## src/rtl/scan_mux.sv

```systemverilog
// scan_mux: registered WIDTH-bit, CHANNELS-to-1 multiplexer with manual
// select and an automatic scan tour over the enabled channels.
//
// Ports:
//   clk      sole clock, rising edge
//   rst      synchronous, active-high reset
//   data_in  CHANNELS*WIDTH packed channels, channel 0 in the LSBs
//   sel      channel requested in manual mode (ignored if >= CHANNELS)
//   mode     0 = manual, 1 = scan
//   hold     1 = freeze selection, dwell counter and output
//   mask     bit k = 1 includes channel k in the scan tour
//   out      registered data of the selected channel
//   cur_ch   channel currently selected
//   tick     one-cycle pulse after each scan dwell expiry
module scan_mux #(
  parameter int unsigned WIDTH    = 4,
  parameter int unsigned CHANNELS = 4,
  parameter int unsigned DWELL    = 25_000_000,
  localparam int unsigned SEL_W   = $clog2(CHANNELS),
  localparam int unsigned CNT_W   = (DWELL > 1) ? $clog2(DWELL) : 1
) (
  input  logic                      clk,
  input  logic                      rst,
  input  logic [CHANNELS*WIDTH-1:0] data_in,
  input  logic [SEL_W-1:0]          sel,
  input  logic                      mode,
  input  logic                      hold,
  input  logic [CHANNELS-1:0]       mask,
  output logic [WIDTH-1:0]          out,
  output logic [SEL_W-1:0]          cur_ch,
  output logic                      tick
);

  localparam logic [1:0] ST_MANUAL = 2'd0;
  localparam logic [1:0] ST_SCAN   = 2'd1;
  localparam logic [1:0] ST_FROZEN = 2'd2;

  localparam logic [CNT_W-1:0] CNT_LAST = CNT_W'(DWELL - 1);

  logic [1:0]       state_q, state_d;
  logic [SEL_W-1:0] cur_ch_q, cur_ch_d;
  logic [CNT_W-1:0] cnt_q, cnt_d;
  logic [WIDTH-1:0] out_q, out_d;
  logic             tick_q, tick_d;

  logic [WIDTH-1:0] sel_data;
  logic [SEL_W-1:0] next_ch;
  logic             sel_ok;

  // Next enabled channel strictly after cur, wrapping; cur itself is the
  // last candidate, so a mask holding only cur keeps the selection.
  function automatic logic [SEL_W-1:0] next_enabled(
    input logic [SEL_W-1:0]    cur,
    input logic [CHANNELS-1:0] msk
  );
    logic [SEL_W-1:0] pick;
    int               best_d;
    int               d;
    pick   = cur;
    best_d = int'(CHANNELS) + 1;
    for (int k = 0; k < int'(CHANNELS); k++) begin
      if (msk[k]) begin
        d = (k > int'(cur)) ? (k - int'(cur)) : (k + int'(CHANNELS) - int'(cur));
        if (d < best_d) begin
          best_d = d;
          pick   = SEL_W'(k);
        end
      end
    end
    return pick;
  endfunction

  // Data of the registered current channel.
  always_comb begin
    sel_data = '0;
    for (int k = 0; k < int'(CHANNELS); k++) begin
      if (cur_ch_q == SEL_W'(k)) sel_data = data_in[k*WIDTH +: WIDTH];
    end
  end

  assign next_ch = next_enabled(cur_ch_q, mask);
  assign sel_ok  = (32'(sel) < CHANNELS);

  // Next state and registered-output next values. The action for an edge
  // follows the state being entered, so hold/mode take effect on the same
  // edge they are sampled (hold on an expiry edge suppresses that expiry).
  always_comb begin
    state_d  = state_q;
    cur_ch_d = cur_ch_q;
    cnt_d    = cnt_q;
    out_d    = out_q;
    tick_d   = 1'b0;

    if (hold)      state_d = ST_FROZEN;
    else if (mode) state_d = ST_SCAN;
    else           state_d = ST_MANUAL;

    case (state_d)
      ST_MANUAL: begin
        cnt_d = '0;
        out_d = sel_data;
        if (sel_ok) cur_ch_d = sel;
      end
      ST_SCAN: begin
        out_d = sel_data;
        if (cnt_q != CNT_LAST) begin
          cnt_d = cnt_q + CNT_W'(1);
        end else if (|mask) begin
          // Dwell expiry; with an empty mask the counter parks at CNT_LAST.
          cnt_d    = '0;
          tick_d   = 1'b1;
          cur_ch_d = next_ch;
        end
      end
      default: begin
        // Frozen: everything holds, tick stays low.
      end
    endcase
  end

  // State and output registers.
  always_ff @(posedge clk) begin
    if (rst) begin
      state_q  <= ST_MANUAL;
      cur_ch_q <= '0;
      cnt_q    <= '0;
      out_q    <= '0;
      tick_q   <= 1'b0;
    end else begin
      state_q  <= state_d;
      cur_ch_q <= cur_ch_d;
      cnt_q    <= cnt_d;
      out_q    <= out_d;
      tick_q   <= tick_d;
    end
  end

  assign out    = out_q;
  assign cur_ch = cur_ch_q;
  assign tick   = tick_q;

endmodule

```

## config.mk

```make
export PLATFORM = sky130hd
export DESIGN_NAME = scan_mux
export DESIGN_NICKNAME = d
export VERILOG_FILES = /design/src/rtl/scan_mux.sv
export SDC_FILE = /design/constraint.sdc
export NUM_CORES = 1
export LEC_CHECK = 0
export ABC_AREA = 1
export CORE_MARGIN = 2
export CORE_UTILIZATION = 54
export CTS_CLUSTER_DIAMETER = 150
export CTS_CLUSTER_SIZE = 12
export DETAILED_ROUTE_END_ITERATION = 16
export PLACE_DENSITY = 0.91
export SYNTH_ARGS = -nofsm -noshare
export SYNTH_HDL_FRONTEND = slang
export SYNTH_SLANG_ARGS = --single-unit
```

## constraint.sdc

```tcl
create_clock -name clk -period 5 [get_ports clk]
set_clock_uncertainty 0.2 [all_clocks]
set_input_delay 1.25 -clock clk [delete_from_list [all_inputs] [get_ports clk]]
set_output_delay 1.25 -clock clk [all_outputs]
set_load 0.01 [all_outputs]
```

==> impl_metrics.env <==
export IMPL_antenna_cells=0
export IMPL_rows=23
export IMPL_synth_most_common_cell="nand2_1"
export IMPL_power_switching_mw=0.165
export IMPL_antenna_found_initial=0
export IMPL_tns_ps=0
export IMPL_path_common_cell="nand2_1"
export IMPL_cts_num_sinks=32
export IMPL_p_int_mw=0.427
export IMPL_p_leak_nw=1.06
export IMPL_outcome="completed"
export IMPL_syn_cell_area_sq_um=2170
export IMPL_rsz0062_at_grt="no"
export IMPL_grtUsageTotal=0.249
export IMPL_synth_top_area_frac=0.295
export IMPL_fmax_mhz=223
export IMPL_max_stage_delay_ps=540
export IMPL_synth_largest_area_cell="dfxtp_1"
export IMPL_clk_pin_slew_ps=60
export IMPL_cts_resized=0
export IMPL_first_iter_violations=172
export IMPL_worstSetupEndpointType="register"
export IMPL_hp_class="register to register"
export IMPL_clock_latency_ps=290
export IMPL_synth_top_family_by_area="simple AND/OR/NAND/NOR gates"
export IMPL_die_w_um=67.4
export IMPL_fin_crit_sh=0.899
export IMPL_synth_cell_types=38
export IMPL_synth_xor_area_share=0
export IMPL_irDropWorstVdd_v=0.000211
export IMPL_synth_nets=373
export IMPL_syn2layout_area_growth_pct=20.9
export IMPL_ys_ff_latch=32
export IMPL_synthTopCellsByArea="dfxtp_1 30%, nand2_1 12%, ha_1 8.7%"
export IMPL_post_drt_wl_per_cell_um=12.3
export IMPL_ant_nets=0
export IMPL_drc=0
export IMPL_cts_root_buf="clkbuf_8"
export IMPL_slew_viol_final=0
export IMPL_yosysSeqAreaShare=0.295
export IMPL_grt_pass1_wl_um=8630
export IMPL_slew_headroom=0.635
export IMPL_ys_flop_type="dfxtp_1"
export IMPL_ios=33
export IMPL_synth_edff_count=0
export IMPL_die_height_um=67.4
export IMPL_yosys_area_share_simple=0.336
export IMPL_initial_core_util=0.550
export IMPL_drive_gt1_frac=0.0515
export IMPL_post_route_util=0.665
export IMPL_finalWirelength_um=5150
export IMPL_grt_max_degree=18
export IMPL_pwr_share_clk=0.347
export IMPL_p_seq_frac=0.448
export IMPL_crit_arrival_ps=4510
export IMPL_first_pass_iters=4
export IMPL_synthArstFlopShare=0
export IMPL_post_cts_buffers=0
export IMPL_synth_adder_area_share=0.0866
export IMPL_hold_violations=0
export IMPL_cts_buffer_depth=2
export IMPL_cts_tree="built"
export IMPL_cts_max_level=2
export IMPL_min_period_ps=4490
export IMPL_dp_cells=411
export IMPL_cts_hold_buffers_added=0
export IMPL_vias=2310
export IMPL_crit_fanout=7
export IMPL_swShare=0.278
export IMPL_syn_avg_cell_area_sq_um=6.53
export IMPL_tightest_slew_ps=543
export IMPL_setup_worst_path_class="input port to register"
export IMPL_pwr_density_cell_nw_per_um2=226
export IMPL_yosys_warnings=0
export IMPL_setup_violations=0
export IMPL_vias_per_cell=5.51
export IMPL_dieArea_sq_um=4540
export IMPL_overflow=0
export IMPL_gp_congestion=0.986
export IMPL_comb_power_share=0.204
export IMPL_drv_cap=0
export IMPL_synth_compound_area_frac=0.185
export IMPL_core_area_sq_um=3940
export IMPL_hpwl_um=3910
export IMPL_cp_slowest_cell="clkdlybuf4s50_1"
export IMPL_synth_mux_area_frac=0
export IMPL_cts_made_buffers=5
export IMPL_fin_total_pwr_mw=0.592
export IMPL_holdWs_ps=267
export IMPL_stdcell_count=419
export IMPL_netlist_top_cells_count="70 x nand2_1, 47 x inv_1, 44 x nor2_1, 32 x dfxtp_1, 26 x o21ai_0"
export IMPL_synth_cells=332
export IMPL_final_nets=409
export IMPL_grt_pass1_vias=1960
export IMPL_numPortBuffers=32
export IMPL_worstPathRequired_ps=5020
export IMPL_startpoint_type="input port"
[per-stage QoR]
stage	area [sq um]	setup slack, ps
global placement	2530	400
detailed placement	2530	243
global route	2620	41.8
CTS	2620	538
floorplan	2170	1090
finish	2620	507
[critical path: cells and delay by family]
family,cells,cell delay [ps]
AND/OR/NAND/NOR,14,1080
buffers and inverters,4,780
AO/OA/AOI/OAI,4,710
adder cells (fa/ha/maj),3,690
[cell type report]
type / count / area [sq um]
Fill cell: 327 / 1320
Multi-Input combinational cell: 247 / 1320
Sequential cell: 32 / 641
Timing Repair Buffer: 32 / 320
Inverter: 50 / 191
Clock buffer: 8 / 90.1
Tap cell: 50 / 62.6
[registers in the layout, summed over array words and instances, names as in the netlist]
name / flops
cur_ch: 2
tick: 1
cnt_q: 25
out: 4
[power by group through the flow]
stage	logic [mW]	registers, mW	clock network, mW
after floorplan	0.0733	0.272	0
after global placement	0.116	0.271	0
after detailed placement	0.120	0.271	0
after CTS	0.120	0.265	0.208
after global routing	0.139	0.266	0.217
final	0.121	0.266	0.205
[placed cells by master, fill, tap and decap left out, types with 10 or more instances in the layout]
cell / instances
nor2_1: 44
nand3_1: 15
a21oi_1: 23
dfxtp_1: 32
inv_1: 47
nand2_1: 70
o21ai_0: 26
clkdlybuf4s50_1: 32
nand4_1: 10
ha_1: 15
[final timing paths]
| kind | start | end | slack, ps | cells past startpoint |
|---|---|---|---|---|
| worst min register to register | cnt_q[4] | cnt_q[4] | 270 | 1 |
| worst max-delay path | mask[0] | cur_ch[1] | 510 | 25 |
| worst max register to register | cur_ch[1] | cur_ch[1] | 1110 | 24 |
| worst min-delay path | cnt_q[4] | cnt_q[4] | 270 | 1 |
[logic make-up (layout without fill, tap and decap cells)]
| logic type | after synthesis | after routing |
|---|---|---|
| and+or+nand+nor | 162 | 162 |
| AOI/OAI and AO/OA | 70 | 70 |
| buffers and inverters | 53 | 90 |
| DFF | 32 | 32 |
| adders and majority gates | 15 | 15 |
[layer usage]
metal	vias to the layer above	share of wire	GRT usage
met4	0	0.017	0.0995
met2	95	0.44	0.371
li1	1181	-	-
met5	-	0	0
met1	1025	0.47	0.352
met3	9	0.074	0.0450
No activity file was read; power rests on OpenSTA's default activity.
